[config.mk]
export PLATFORM = sky130hd
export DESIGN_NAME = serial_addsub_unit_flat
export DESIGN_NICKNAME = d
export VERILOG_FILES = /design/src/rtl/serial_addsub_unit_if.sv /design/src/rtl/serial_addsub_unit.sv /design/src/flat_wrapper.sv
export SDC_FILE = /design/constraint.sdc
export NUM_CORES = 1
export LEC_CHECK = 0
export ABC_AREA = 0
export BUFFER_PORTS_ARGS = -buffer_cell sky130_fd_sc_hd__buf_2
export CORE_UTILIZATION = 40
export DETAILED_ROUTE_END_ITERATION = 8
export SKIP_CTS_REPAIR_TIMING = 1
export SYNTH_ARGS = -nofsm -noshare
export SYNTH_HDL_FRONTEND = slang
export SYNTH_SLANG_ARGS = --single-unit
export TNS_END_PERCENT = 30
[constraint.sdc]
create_clock -name clk -period 3.2 [get_ports clk]
set_input_delay 0.16 -clock clk [delete_from_list [all_inputs] [get_ports clk]]
set_output_delay 0.16 -clock clk [all_outputs]
set_load 0.005 [all_outputs]
[src/rtl/serial_addsub_unit_if.sv]
// ---------------------------------------------------------------------------
// serial_addsub_unit_if
// Request/result bundle for the bit-serial 8-bit adder/subtractor.
//   start   : operation request (requester -> unit)
//   A, B    : 8-bit operands (requester -> unit)
//   opcode  : 0 = A+B, 1 = A-B (requester -> unit)
//   busy    : unit is running or presenting a result (unit -> requester)
//   done    : one-cycle result-valid pulse (unit -> requester)
//   sum     : 8-bit registered result (unit -> requester)
//   c_out   : carry out of bit 7; for subtract 1 means no borrow
//   over    : signed-overflow flag
// ---------------------------------------------------------------------------
interface serial_addsub_unit_if;
    logic       start;
    logic [7:0] A;
    logic [7:0] B;
    logic       opcode;
    logic       busy;
    logic       done;
    logic [7:0] sum;
    logic       c_out;
    logic       over;

    modport master (
        output start, A, B, opcode,
        input  busy, done, sum, c_out, over
    );

    modport slave (
        input  start, A, B, opcode,
        output busy, done, sum, c_out, over
    );
endinterface

[src/rtl/serial_addsub_unit.sv]
// ---------------------------------------------------------------------------
// serial_addsub_unit
// Bit-serial 8-bit adder/subtractor. One full adder processes one bit per
// clock, LSB first. Subtraction is A + ~B + 1: B is inverted on capture and
// the carry flop is preset to the opcode.
// Ports:
//   clk   : sole clock, rising edge
//   rst_n : asynchronous active-low reset
//   bus   : slave side of serial_addsub_unit_if (start/A/B/opcode in,
//           busy/done/sum/c_out/over out)
// Timing: start accepted at edge k -> done high in the cycle after edge k+8,
// back in IDLE after edge k+9.
// ---------------------------------------------------------------------------
module serial_addsub_unit (
    input  logic                  clk,
    input  logic                  rst_n,
    serial_addsub_unit_if.slave   bus
);

    typedef enum logic [1:0] {
        S_IDLE = 2'd0,
        S_RUN  = 2'd1,
        S_DONE = 2'd2
    } state_t;

    // Returns {carry_out, sum_bit} of a one-bit full adder.
    function automatic logic [1:0] full_add(input logic a, input logic b, input logic ci);
        full_add = {(a & b) | (a & ci) | (b & ci), a ^ b ^ ci};
    endfunction

    state_t     state_q, state_d;
    logic [7:0] a_sh_q, a_sh_d;
    logic [7:0] b_sh_q, b_sh_d;
    logic [7:0] res_q, res_d;
    logic       carry_q, carry_d;
    logic [2:0] cnt_q, cnt_d;
    logic [7:0] sum_q, sum_d;
    logic       c_out_q, c_out_d;
    logic       over_q, over_d;
    logic       busy_q, busy_d;
    logic       done_q, done_d;
    logic [1:0] fa_s;

    // Next-state and datapath logic for the three-state sequencer.
    always_comb begin
        state_d = state_q;
        a_sh_d  = a_sh_q;
        b_sh_d  = b_sh_q;
        res_d   = res_q;
        carry_d = carry_q;
        cnt_d   = cnt_q;
        sum_d   = sum_q;
        c_out_d = c_out_q;
        over_d  = over_q;
        fa_s    = full_add(a_sh_q[0], b_sh_q[0], carry_q);

        case (state_q)
            S_IDLE: begin
                if (bus.start) begin
                    a_sh_d  = bus.A;
                    b_sh_d  = bus.B ^ {8{bus.opcode}};
                    carry_d = bus.opcode;
                    cnt_d   = 3'd0;
                    state_d = S_RUN;
                end else begin
                    state_d = S_IDLE;
                end
            end
            S_RUN: begin
                a_sh_d  = {1'b0, a_sh_q[7:1]};
                b_sh_d  = {1'b0, b_sh_q[7:1]};
                res_d   = {fa_s[0], res_q[7:1]};
                carry_d = fa_s[1];
                if (cnt_q == 3'd7) begin
                    // carry_q is still the carry into bit 7 here, so it is the
                    // saved value that feeds the overflow XOR.
                    state_d = S_DONE;
                    sum_d   = {fa_s[0], res_q[7:1]};
                    c_out_d = fa_s[1];
                    over_d  = carry_q ^ fa_s[1];
                    cnt_d   = cnt_q;
                end else begin
                    cnt_d   = cnt_q + 3'd1;
                end
            end
            S_DONE: begin
                state_d = S_IDLE;
            end
            default: begin
                state_d = S_IDLE;
            end
        endcase

        // Status outputs are registered from the next state so they line up
        // with the state they describe.
        busy_d = (state_d != S_IDLE);
        done_d = (state_d == S_DONE);
    end

    // State, datapath and output registers with asynchronous reset.
    always_ff @(posedge clk or negedge rst_n) begin
        if (!rst_n) begin
            state_q <= S_IDLE;
            a_sh_q  <= 8'h00;
            b_sh_q  <= 8'h00;
            res_q   <= 8'h00;
            carry_q <= 1'b0;
            cnt_q   <= 3'd0;
            sum_q   <= 8'h00;
            c_out_q <= 1'b0;
            over_q  <= 1'b0;
            busy_q  <= 1'b0;
            done_q  <= 1'b0;
        end else begin
            state_q <= state_d;
            a_sh_q  <= a_sh_d;
            b_sh_q  <= b_sh_d;
            res_q   <= res_d;
            carry_q <= carry_d;
            cnt_q   <= cnt_d;
            sum_q   <= sum_d;
            c_out_q <= c_out_d;
            over_q  <= over_d;
            busy_q  <= busy_d;
            done_q  <= done_d;
        end
    end

    assign bus.busy  = busy_q;
    assign bus.done  = done_q;
    assign bus.sum   = sum_q;
    assign bus.c_out = c_out_q;
    assign bus.over  = over_q;

endmodule

[src/flat_wrapper.sv]
// flat-port wrapper written by rule: the top's interface ports become plain ports
module serial_addsub_unit_flat 
  (clk, rst_n, bus_start, bus_A, bus_B, bus_opcode, bus_busy, bus_done, bus_sum, bus_c_out, bus_over);
  serial_addsub_unit_if bus_i ();
  input  logic clk;
  input  logic rst_n;
  input wire logic [$bits(bus_i.start)-1:0] bus_start;
  input wire logic [$bits(bus_i.A)-1:0] bus_A;
  input wire logic [$bits(bus_i.B)-1:0] bus_B;
  input wire logic [$bits(bus_i.opcode)-1:0] bus_opcode;
  output wire logic [$bits(bus_i.busy)-1:0] bus_busy;
  output wire logic [$bits(bus_i.done)-1:0] bus_done;
  output wire logic [$bits(bus_i.sum)-1:0] bus_sum;
  output wire logic [$bits(bus_i.c_out)-1:0] bus_c_out;
  output wire logic [$bits(bus_i.over)-1:0] bus_over;
  assign bus_i.start = bus_start;
  assign bus_i.A = bus_A;
  assign bus_i.B = bus_B;
  assign bus_i.opcode = bus_opcode;
  assign bus_busy = bus_i.busy;
  assign bus_done = bus_i.done;
  assign bus_sum = bus_i.sum;
  assign bus_c_out = bus_i.c_out;
  assign bus_over = bus_i.over;
  serial_addsub_unit u_core (.clk(clk), .rst_n(rst_n), .bus(bus_i));
endmodule
# Word-level counts from Yosys, hierarchy flattened
# Cells that the tools add are included.
# W data, S select, Z words.
op_classes:
  addsub: 1
  n_eq_ne: 5
  n_mux: 12
  bitwise_logic: 9
  n_reduce_logical: 6
ops:
  columns: ["op", "n"]
  rows:
  - ["$pmux W8 S2", 2]
  - ["$mux W8", 2]
  - ["$xor A8 B8 Y8", 1]
  - ["$mux W3", 2]
  - ["$pmux W3 S2", 1]
  - ["$ne A2 B2 Y1 const B", 2]
  - ["$pmux W2 S2", 1]
  - ["$reduce_and A2 Y1", 2]
  - ["$reduce_bool A2 Y1", 2]
  - ["$add A3 B1 Y3 const B", 1]
  - ["$and A1 B1 Y1", 3]
  - ["$eq A3 B3 Y1 const B", 1]
  - ["$reduce_and A3 Y1", 1]
  - ["$xor A1 B1 Y1", 3]
  - ["$eq A2 B1 Y1 const B", 1]
  - ["$eq A2 B2 Y1 const B", 1]
  - ["$logic_not A2 Y1", 1]
  - ["$mux W1", 2]
  - ["$mux W2", 1]
  - ["$or A1 B1 Y1", 2]
  - ["$pmux W1 S2", 1]
totals:
  reg_bits: 42
  in_bits: 20
  wordCells: 44

# Longest topological paths before layout
# Gate-level depths: netlist of the first run.
logic_depth:
  depth_word: 4
  mapped_depth: 6

# Least setup slack after synthesis of the first run
# Ideal clock, no wire load.
synth_path:
  path_type: "reg-to-reg"
  from: "register u_core.cnt_q[0]"
  to: "register u_core.c_out_q, in the netlist u_core.bus.c_out"
  arrival_time_ps: 1416
  t_required_ps: 3075
  slack_ps: 1659
  path_stages_with_launch: 6
  n_path_buf: 1
  period_less_slack_ps: 1541
  path_cell_list: "dfrtp_1 -> ha_1 -> ha_1 -> nand3b_1 -> buf_4 -> mux2_2"
synth_between:
  elab_chain_len: 2
synth_rtl:
  columns: ["item", "line", "source"]
  rows:
  - ["start, declared", "serial_addsub_unit.sv:36", "logic [2:0] cnt_q, cnt_d;"]
  - ["start signal, assigned", "serial_addsub_unit.sv:120", "cnt_q <= cnt_d;"]
  - ["$eq A3 B3 Y1", "serial_addsub_unit.sv:74", "if (cnt_q == 3'd7) begin"]
  - ["$reduce_and A2 Y1 (no source line)", null, null]
  - ["end signal, assigned", "serial_addsub_unit.sv:122", "c_out_q <= c_out_d;"]
  - ["end, declared", "serial_addsub_unit.sv:38", "logic c_out_q, c_out_d;"]
# Every way passes these cells.
# A chain may end at the register's enable or synchronous reset.

# Worst setup path after layout of the first run
layout_path:
  from: "register u_core.state_q[0]"
  to: "register u_core.b_sh_q[5]"
layout_between:
  elab_chain_len: 3
  word_cells_on_any_way: 6
layout_rtl:
  columns: ["item", "line", "source"]
  rows:
  - ["start, declared", "serial_addsub_unit.sv:31", "state_t state_q, state_d;"]
  - ["start signal, assigned", "serial_addsub_unit.sv:115", "state_q <= state_d;"]
  - ["$eq A2 B1 Y1 or $logic_not A2 Y1 (tied branches)", "serial_addsub_unit.sv:57", "case (state_q)"]
  - ["$reduce_bool A2 Y1 (no source line) or $ne A2 B2 Y1 (tied branches)", null, null]
  - ["$reduce_and A2 Y1 (no source line)", null, null]
  - ["end signal, assigned", "serial_addsub_unit.sv:117", "b_sh_q <= b_sh_d;"]
  - ["end, declared", "serial_addsub_unit.sv:33", "logic [7:0] b_sh_q, b_sh_d;"]
# Parallel ways exist; a longest one is shown, timed or not.

==> flow_summary.json, run 1 <==
{
  "num_io_pins": 32,
  "arrival_ns": 2.15,
  "syn_nets": 164,
  "routed-via-count": 1176,
  "cts_max_path_buffers": 2,
  "startpoint": "u_core.state_q[0]",
  "number_of_cells_in_the_finished_layout_apart_from_fillers": 220,
  "path_clk_slew_ns": 0.08,
  "route.final.wire_length_um": 3151,
  "floorplan.die.width_um": 69.56,
  "die_area_um2": 4838,
  "synth.top_cells.by_count": "sky130_fd_sc_hd__dfrtp_1 (41), sky130_fd_sc_hd__mux2_2 (17), sky130_fd_sc_hd__nand2_1 (9), sky130_fd_sc_hd__o21ai_0 (9)",
  "fin_crit_sh_pct": 60.00,
  "worst_slew_slack_as_a_fraction_of_its_limit_pct": 40.29,
  "grt_first_pass_wirelength_um": 5430,
  "total_of_flip_flops_plus_latches_after_synthesis": 41,
  "finish.instance_area_um2": 2085,
  "postSynthCellCount": 140,
  "worst_skew_ns": 0.008401,
  "final_critical_path_setup_slack_ns": 1.280,
  "synth-edff-count": 0,
  "root_buffer": "sky130_fd_sc_hd__clkbuf_8",
  "grt_ovf": 0,
  "antennaDiodeCount": 0,
  "worst_slew_pin_slew_ns": 0.8956,
  "tritoncts_clock_tree": "yes",
  "htreeDepth": 2,
  "initial_core_util_pct": 41.64,
  "placed_standard_cell_area_um2": 1981,
  "critical_path.top_delay_family": "simple AND/OR/NAND/NOR gates",
  "vias_per_cell": 5.345,
  "synthDistinctLibCells": 26,
  "netlist_area_um2": 1826,
  "clkLatencyLatePin_ns": 0.29,
  "worst_r2r_startpoint": "u_core.state_q[0]",
  "rows": 24,
  "synthDominantAreaCellType": "sky130_fd_sc_hd__dfrtp_1",
  "worstSetupStartpointType": "flop",
  "wire_per_inst_um": 14.32,
  "max_freq_mhz": 520.9,
  "global_route.usage.total_pct": 14.34,
  "fin_crit_ns": 1.920,
  "final-setup-viol-count": 0,
  "worst_setup_path_end_kind": "flop",
  "drt_pass1_iterations": 5,
  "post_route_cells_drive_above_1_share_pct": 33.93,
  "postSynthAreaPerCell_um2": 13.04,
  "placed_cells_incl_taps": 213,
  "port_buffers": 31,
  "grt_pass1_vias": 1175,
  "required_time_of_the_critical_path_ns": 3.43,
  "grt_start_max_net_pins": 42,
  "final_nets": 192,
  "totalNegativeSetupSlack_ns": 0,
  "synth-seq-area-share_pct": 56.20,
  "cts_sinks": 41,
  "crit_fanout": 24,
  "count_of_antenna_violating_nets_left_after_detailed_routing": 0,
  "worst_path_largest_cell_delay_ns": 0.64,
  "timing_hold_violations_final": 33,
  "synthArstFlopShare_pct": 100.0,
  "worst-setup-path-type": "flop to flop",
  "ys_top_cells_by_area": "sky130_fd_sc_hd__dfrtp_1 (56%), sky130_fd_sc_hd__mux2_2 (10%), sky130_fd_sc_hd__a221o_1 (3.8%), sky130_fd_sc_hd__xor2_1 (3.8%), sky130_fd_sc_hd__a22o_1 (3.4%)",
  "unrepaired_setup_endpoints_after_global_routing": "no",
  "die_h_um": 69.56,
  "path_buf_inv": 0,
  "slowest_library_cell_on_the_worst_path": "sky130_fd_sc_hd__dfrtp_1",
  "rr_endpoint": "u_core.b_sh_q[5]",
  "dominantRegCellSynth": "sky130_fd_sc_hd__dfrtp_1",
  "drt_iter0_markers": 54,
  "worstHoldPathType": "primary input to async pin",
  "antenna_found_initial": 0,
  "timing.critical_path.cells": "nor2b_1, nor2b_4, a221o_1",
  "yosysMostFrequentCell": "sky130_fd_sc_hd__dfrtp_1",
  "fin_worst_hold_slack_ns": -0.01545,
  "pwrdens_nw_per_um2": 879.3,
  "hpwl_after_dpl_um": 2023,
  "core_area_um2": 4384,
  "yosys_warnings": 0,
  "netlist.area_leader.share_pct": 56.20,
  "final-max-slew-violation-count": 0,
  "fillers": 406,
  "detailedPlace.worstSlack_ns": 1.286,
  "flow.area_growth_from_synthesis_pct": 14.19,
  "tritoncts.num_buffers": 5,
  "static_leak_nw": 1.014,
  "post-route-drc-count": 0,
  "rrSetupSlack_ns": 1.28,
  "post-route-util_pct": 47.55,
  "max_cap_viol_count": 0,
  "failed_checks": "hold timing",
  "outcome": "complete, but fails checks",
  "globalplace.congestion": 0.6892,
  "ff2ff_path_depth": 3,
  "peakVddDrop_mv": 0.2988
}
## sequential cells by signal (all words and copies together), names as in the netlist
name,flops
u_core.a_sh_q,8
u_core.b_sh_q,8
u_core.bus.sum,8
u_core.res_q,7
u_core.cnt_q,3
u_core.state_q,2
u_core.bus.busy,1
u_core.bus.c_out,1
u_core.bus.done,1
u_core.bus.over,1
u_core.carry_q,1
## final cells by class
type	instances	area, um^2	share of cell area [%]
timing repair buffer	32	162.7	7.803
multi-input combinational	87	723.2	34.69
clock inverter	2	35.03	1.681
tap	52	65.06	3.121
sequential	41	1026	49.22
clock buffer	5	68.82	3.301
inverter	1	3.754	0.1801
## metal layers
metal / track usage (%) / wire length [um]
met1: 19.77 / 1557
met2: 20.71 / 1372
met3: 4.215 / 168
met4: 6.803 / 53
met5: 0 / 0
## stage by stage
step / hold WS [ns] / total power, mW
after CTS: 0.01670 / 1.848
after floorplan: -0.1356 / 1.287
final: -0.01545 / 1.833
after global placement: 0.3306 / 1.422
after detailed placement: 0.3404 / 1.445
after global routing: 0.07051 / 1.963
## power breakdown
part	switching (mW)	internal, mW
combinational	0.232	0.331
clock	0.178	0.227
sequential	0.148	0.717
total	0.558	1.27
## worst reg2reg max path: stages, from the launching register on
cell and delay (ns):
sky130_fd_sc_hd__dfrtp_1 0.64, sky130_fd_sc_hd__nor2b_1 0.63, sky130_fd_sc_hd__nor2b_4 0.39, sky130_fd_sc_hd__a221o_1 0.19
## layout by cell type, fill, tap and decap left out
cell type                    n
sky130_fd_sc_hd__dfrtp_1    41
sky130_fd_sc_hd__buf_2      31
sky130_fd_sc_hd__mux2_2     17
sky130_fd_sc_hd__nand2_1     9
sky130_fd_sc_hd__o21ai_0     9
sky130_fd_sc_hd__xor2_1      8
sky130_fd_sc_hd__a22oi_1     8
sky130_fd_sc_hd__a22o_1      7
sky130_fd_sc_hd__and3b_1     7
sky130_fd_sc_hd__a221o_1     7
sky130_fd_sc_hd__clkbuf_8    5
sky130_fd_sc_hd__nor2_1      3
sky130_fd_sc_hd__ha_1        3
sky130_fd_sc_hd__o21bai_1    1
sky130_fd_sc_hd__a21oi_1     1
sky130_fd_sc_hd__inv_1       1
sky130_fd_sc_hd__nand2b_1    1
sky130_fd_sc_hd__a31oi_1     1
sky130_fd_sc_hd__nand3b_1    1
sky130_fd_sc_hd__nor2b_1     1
sky130_fd_sc_hd__nor2b_4     1
sky130_fd_sc_hd__xnor2_1     1
sky130_fd_sc_hd__fa_1        1
sky130_fd_sc_hd__clkinv_2    1
sky130_fd_sc_hd__bufinv_16   1
sky130_fd_sc_hd__buf_4       1
## cell families (layout without fill, tap and decap cells)
| family | after synthesis | in the layout | synth area share (%) |
|---|---|---|---|
| AND/OR/NAND/NOR | 23 | 23 | 7.677 |
| XOR/XNOR | 9 | 9 | 4.318 |
| adder cells (fa/ha/maj) | 4 | 4 | 3.153 |
| multiplexers | 17 | 17 | 10.49 |
| flip-flops | 41 | 41 | 56.20 |
| AO/OA/AOI/OAI | 34 | 34 | 13.98 |
| buffers and inverters | 12 | 40 | 4.180 |
## worst max-delay path by stage
stage,end,slack [ns],cells past startpoint
finish,u_core.b_sh_q[5],1.28,3
global route,u_core.bus.sum[6],1.15,2
CTS,u_core.bus.sum[4],1.29,2
detailed placement,u_core.bus.sum[4],1.29,2
global placement,u_core.bus.sum[0],1.36,2
floorplan,u_core.bus.c_out,1.66,5
Note: power is estimated with default switching activity, not from simulation.
==> run 2, diff against run 1 <==
--- a/config.mk
+++ b/config.mk
@@ -5,7 +5,7 @@
 export SDC_FILE = /design/constraint.sdc
 export NUM_CORES = 1
 export LEC_CHECK = 0
-export ABC_AREA = 0
+export ABC_AREA = 1
 export BUFFER_PORTS_ARGS = -buffer_cell sky130_fd_sc_hd__buf_2
 export CORE_UTILIZATION = 40
 export DETAILED_ROUTE_END_ITERATION = 8
==> constraint.sdc (replaced) <==
create_clock -name clk -period 1.91 [get_ports clk]
set_input_delay 0.0955 -clock clk [delete_from_list [all_inputs] [get_ports clk]]
set_output_delay 0.0955 -clock clk [all_outputs]
set_load 0.005 [all_outputs]
==> flow_summary.json, run 2 <==
{
  "pwrdens_nw_per_um2": 1405,
  "vias_per_cell": 4.514,
  "yosysMostFrequentCell": "sky130_fd_sc_hd__nand2_1",
  "netlist_area_um2": 1982,
  "tritoncts.num_buffers": 5,
  "grt_start_max_net_pins": 42,
  "total_of_flip_flops_plus_latches_after_synthesis": 41,
  "most_used_cells_in_the_layout_excluding_fill_and_tap_cells": "sky130_fd_sc_hd__nand2_1 (109), sky130_fd_sc_hd__dfrtp_1 (41), sky130_fd_sc_hd__nand3_1 (33)",
  "fin_worst_hold_slack_ns": -0.01438,
  "dominantRegCellSynth": "sky130_fd_sc_hd__dfrtp_1",
  "clkLatencyLatePin_ns": 0.30,
  "timing_hold_violations_final": 1,
  "worst_path_largest_cell_delay_ns": 0.47,
  "flow.area_growth_from_synthesis_pct": 15.40,
  "die_area_um2": 5240,
  "route.final.wire_length_um": 3682,
  "port_buffers": 31,
  "synth-seq-area-share_pct": 51.77,
  "final_nets": 302,
  "rows": 25,
  "arrival_ns": 1.60,
  "totalNegativeSetupSlack_ns": 0,
  "crit_fanout": 32,
  "synth.top_cells.by_count": "sky130_fd_sc_hd__nand2_1 (109), sky130_fd_sc_hd__dfrtp_1 (41), sky130_fd_sc_hd__nand3_1 (33), sky130_fd_sc_hd__inv_1 (21), sky130_fd_sc_hd__o21ai_0 (8)",
  "die_h_um": 72.39,
  "hpwl_after_dpl_um": 2499,
  "outcome": "complete, but fails checks",
  "max_freq_mhz": 708.1,
  "worst_r2r_startpoint": "u_core.state_q[1]",
  "fin_total_pwr_mw": 3.213,
  "hold_path_startpoint": "bus_A[7]",
  "syn_nets": 268,
  "yosys_warnings": 0,
  "grt_ovf": 0,
  "grt_pass1_vias": 1463,
  "drt_pass1_iterations": 4,
  "postSynthAreaPerCell_um2": 8.123,
  "worstHoldPathType": "primary input to flop",
  "grt_first_pass_wirelength_um": 6375,
  "worst_slew_slack_as_a_fraction_of_its_limit_pct": 66.12,
  "post-route-drc-count": 0,
  "initial_core_util_pct": 41.68,
  "slowest_library_cell_on_the_worst_path": "sky130_fd_sc_hd__dfrtp_1",
  "antenna_found_initial": 0,
  "failed_checks": "hold timing",
  "core_area_um2": 4755,
  "tritoncts_clock_tree": "yes",
  "drt_iter0_markers": 120,
  "synthDominantAreaCellType": "sky130_fd_sc_hd__dfrtp_1",
  "max_cap_viol_count": 0,
  "wire_per_inst_um": 10.64,
  "routed-via-count": 1562,
  "globalplace.congestion": 0.7195,
  "worst_slew_pin_slew_ns": 0.5082,
  "num_io_pins": 32,
  "floorplan.die.width_um": 72.39,
  "fin_crit_sh_pct": 73.94,
  "ys_top_cells_by_area": "sky130_fd_sc_hd__dfrtp_1 (52%), sky130_fd_sc_hd__nand2_1 (21%), sky130_fd_sc_hd__nand3_1 (8.3%), sky130_fd_sc_hd__inv_1 (4.0%), sky130_fd_sc_hd__o21ai_2 (3.1%)",
  "cts_max_path_buffers": 2,
  "fin_crit_ns": 1.412,
  "synthDistinctLibCells": 19,
  "post_route_cells_drive_above_1_share_pct": 19.71,
  "synthArstFlopShare_pct": 100.0,
  "rrSetupSlack_ns": 0.50,
  "timing.critical_path.cells": "inv_4, nand2_4, nand2_1, nand2_1, nand2_1",
  "antennaDiodeCount": 0,
  "static_leak_nw": 1.298,
  "worst_skew_ns": 0.006959,
  "critPathMostFrequentCell": "sky130_fd_sc_hd__nand2_1",
  "worstSetupStartpointType": "flop",
  "root_buffer": "sky130_fd_sc_hd__clkbuf_8",
  "global_route.usage.total_pct": 16.11,
  "synth-edff-count": 0,
  "htreeDepth": 2,
  "cts_sinks": 41,
  "final-setup-viol-count": 0,
  "unrepaired_setup_endpoints_after_global_routing": "no",
  "worst-setup-path-type": "flop to flop",
  "peakVddDrop_mv": 0.4250,
  "netlist.area_leader.share_pct": 51.77,
  "worst_setup_path_end_kind": "flop",
  "count_of_antenna_violating_nets_left_after_detailed_routing": 0,
  "startpoint": "u_core.state_q[1]",
  "layout.cells.most_common": "sky130_fd_sc_hd__nand2_1",
  "final-max-slew-violation-count": 0,
  "path_clk_slew_ns": 0.08,
  "required_time_of_the_critical_path_ns": 2.10,
  "postSynthCellCount": 244
}
## run 2: cell types whose count changed after synthesis, sizes merged, moves of 7 or more
| cell | delta |
|---|---|
| nand2 | +103 |
| nand3 | +33 |
| inv | +22 |
| mux2 | -17 |
| a22oi | -8 |
| a221o | -7 |
| a22o | -7 |
| and3b | -7 |
## run 2: logic make-up (layout without fill, tap and decap cells)
family	count (synthesis)	in the layout	synth area share (%)
DFF	41	41	51.77
and+or+nand+nor	150	150	32.13
AOI/OAI and AO/OA	16	16	5.366
xor gates and xnor gates	2	2	0.8840
buffers and inverters	31	66	6.945
adders and majority gates	4	4	2.904
## run 2: metal layers
layer  wire length [um]  part of all wire (%)  vias to the layer above  track usage [%]
met2               1629                    44                       36            25.55
met5                  0                     0                        -                0
met3                167                   4.5                        7            5.278
met1               1809                    49                      697            19.77
li1                   -                     -                      822                -
met4                 75                   2.0                        0            7.843
## run 2: final timing paths
| path | to | cells after the start |
|---|---|---|
| min | u_core.a_sh_q[7] | 3 |
| min reg2reg | u_core.bus.sum[3] | 2 |
| max | u_core.a_sh_q[6] | 5 |
| max reg2reg | u_core.a_sh_q[6] | 5 |
| max in group asynchronous | u_core.b_sh_q[6] | 3 |
| min in group asynchronous | u_core.bus.sum[1] | 3 |
## run 2: stage by stage
stage	cells	instance area [um^2]	worst slack, ns	util (%)
detailed placement	337	2195	0.4962	46.16
floorplan	244	1982	0.6715	-
global route	346	2287	0.3600	48.11
finish	346	2287	0.4977	48.11
global placement	337	2195	0.5281	46.16
CTS	345	2277	0.4922	47.89
## run 2: area by class of cell
cell class	instances	area [um^2]
fill	505	2467
sequential	41	1026
multi-input combinational	172	818.3
timing repair buffer	35	187.7
inverter	23	88.84
tap	67	83.83
clock buffer	6	72.57
clock inverter	2	10.01
## run 2: power breakdown
| group | internal (mW) | switching (mW) | leakage (nW) | total, mW |
|---|---|---|---|---|
| combinational | 0.474 | 0.738 | 0.729 | 1.21 |
| sequential | 1.23 | 0.218 | 0.524 | 1.45 |
| clock | 0.253 | 0.297 | 0.0450 | 0.550 |
## run 2: worst max-delay path, delay by kind of cell (launching register included)
kind                   cells  cell delay (ns)
flip-flops                 1             0.47
AND/OR/NAND/NOR            4             0.74
buffers and inverters      1             0.11
==> run 3, diff against run 2 <==
==> constraint.sdc (replaced) <==
create_clock -name clk -period 1.5 [get_ports clk]
set_input_delay 0.075 -clock clk [delete_from_list [all_inputs] [get_ports clk]]
set_output_delay 0.075 -clock clk [all_outputs]
set_load 0.005 [all_outputs]
==> flow_summary.json, run 3 (same netlist as run 2, synthesis figures left out) <==
{
  "highest_layer": "met4",
  "ff2ff_path_depth": 4,
  "worst_r2r_startpoint": "u_core.carry_q",
  "static_leak_nw": 1.325,
  "hpwl_after_dpl_um": 2725,
  "pwrdens_nw_per_um2": 1780,
  "worst_skew_ns": 0.004328,
  "cts_sinks": 41,
  "antennaDiodeCount": 0,
  "wirelength_met1_um": 1820,
  "critical_path.top_delay_family": "adder cells",
  "worstHoldPathType": "primary input to flop",
  "max_freq_mhz": 756.7,
  "final_nets": 307,
  "routed-via-count": 1580,
  "peakVddDrop_mv": 0.4910,
  "worst_setup_path_end_kind": "flop",
  "num_io_pins": 32,
  "max_cap_viol_count": 0,
  "htreeDepth": 2,
  "antenna_found_initial": 0,
  "final-max-slew-violation-count": 0,
  "cts_max_path_buffers": 2,
  "grt_pass1_vias": 1539,
  "rows": 25,
  "floorplan.die.width_um": 72.39,
  "path_clk_slew_ns": 0.07,
  "route.final.wire_length_um": 3749,
  "port_buffers": 31,
  "die_h_um": 72.39,
  "flow.area_growth_from_synthesis_pct": 18.37,
  "worst-setup-path-type": "flop to flop",
  "most_used_cells_in_the_layout_excluding_fill_and_tap_cells": "sky130_fd_sc_hd__nand2_1 (109), sky130_fd_sc_hd__dfrtp_1 (41), sky130_fd_sc_hd__nand3_1 (33)",
  "post-route-drc-count": 0,
  "drt_iter0_markers": 103,
  "holdPathEnd": "u_core.b_sh_q[7]",
  "root_buffer": "sky130_fd_sc_hd__clkbuf_8",
  "required_time_of_the_critical_path_ns": 1.68,
  "wl_met3_um": 184,
  "grt_start_max_net_pins": 26,
  "grt_ovf": 0,
  "initial_core_util_pct": 41.68,
  "tritoncts.num_buffers": 5,
  "critPathMostFrequentCell": "sky130_fd_sc_hd__nand2_1",
  "final-setup-viol-count": 0,
  "worstSetupStartpointType": "flop",
  "worst_slew_pin_slew_ns": 0.4250,
  "rr_endpoint": "u_core.bus.over",
  "die_area_um2": 5240,
  "grt_first_pass_wirelength_um": 6672,
  "globalplace.congestion": 0.7934,
  "met2RoutedLength_um": 1665,
  "wire_per_inst_um": 10.71,
  "layout.cells.most_common": "sky130_fd_sc_hd__nand2_1",
  "core_area_um2": 4755,
  "fin_crit_sh_pct": 88.10,
  "worst_slew_slack_as_a_fraction_of_its_limit_pct": 71.67,
  "clkLatencyLatePin_ns": 0.29,
  "number_of_cells_in_the_finished_layout_apart_from_fillers": 350,
  "tritoncts_clock_tree": "yes",
  "path_buf_inv": 0,
  "fin_worst_hold_slack_ns": 0.05209,
  "drt_pass1_iterations": 4,
  "timing_hold_violations_final": 0,
  "arrival_ns": 1.50,
  "hold_path_startpoint": "bus_B[7]",
  "global_route.usage.total_pct": 16.85,
  "placed_cells_incl_taps": 341,
  "timing.critical_path.cells": "fa_1, xor2_1, nand2_1, nand2_1",
  "worstHoldPathCells": 4,
  "post_route_cells_drive_above_1_share_pct": 20.85,
  "rrSetupSlack_ns": 0.18,
  "unrepaired_setup_endpoints_after_global_routing": "no",
  "outcome": "finished, final reports clean",
  "crit_fanout": 3,
  "totalNegativeSetupSlack_ns": 0,
  "post-route-util_pct": 49.34,
  "vias_per_cell": 4.514,
  "fin_crit_ns": 1.322,
  "slowest_library_cell_on_the_worst_path": "sky130_fd_sc_hd__fa_1",
  "count_of_antenna_violating_nets_left_after_detailed_routing": 0,
  "worst_path_largest_cell_delay_ns": 0.49
}
run 3: layer usage:
metal,vias up,track usage (%)
met4,0,8.497
met2,34,25.55
li1,835,-
met5,-,0
met3,7,5.000
met1,704,21.89
run 3: final cells by class:
class                   instances  area, um^2
multi-input cells             172       820.8
flip-flops and latches         41        1026
clock buffers                   7       86.33
inverters                      23       88.84
well taps                      67       83.83
repair buffers                 40       240.2
fillers                       487        2409
run 3: report_power, final:
group          leakage [nW]  internal [mW]  switching, mW  total (mW)
Combinational         0.757          0.660          0.958        1.62
Sequential            0.524           1.57          0.271        1.84
Clock                0.0443          0.365          0.351       0.715
Total                  1.32           2.60           1.58        4.17
run 3: through the flow:
stage	total power [mW]	setup slack [ns]	cell area, um^2
after floorplan	2.993	0.2615	1982
after global placement	3.474	0.1501	2237
after detailed placement	3.501	0.1457	2237
after CTS	4.227	0.1243	2323
after global routing	4.592	0.03814	2346
final	4.175	0.1785	2346
run 3: worst register-to-register path: cells and delay by family, from the launching register on:
kind                       cells  cell delay (ns)
DFF                            1             0.43
adders and majority gates      1             0.49
and+or+nand+nor                2             0.11
xor gates and xnor gates       1             0.19
run 3: how the worst max path moves through the flow:
stage                     slack, ns          endpoint  cells past startpoint         startpoint
after detailed placement       0.15   u_core.bus.done                      6    u_core.cnt_q[0]
after CTS                      0.12   u_core.bus.done                      6    u_core.cnt_q[0]
after global placement         0.15   u_core.bus.done                      6    u_core.cnt_q[0]
final                          0.18   u_core.bus.over                      4     u_core.carry_q
after floorplan                0.26   u_core.bus.over                      4     u_core.carry_q
after global routing           0.04  u_core.a_sh_q[6]                      5  u_core.state_q[1]
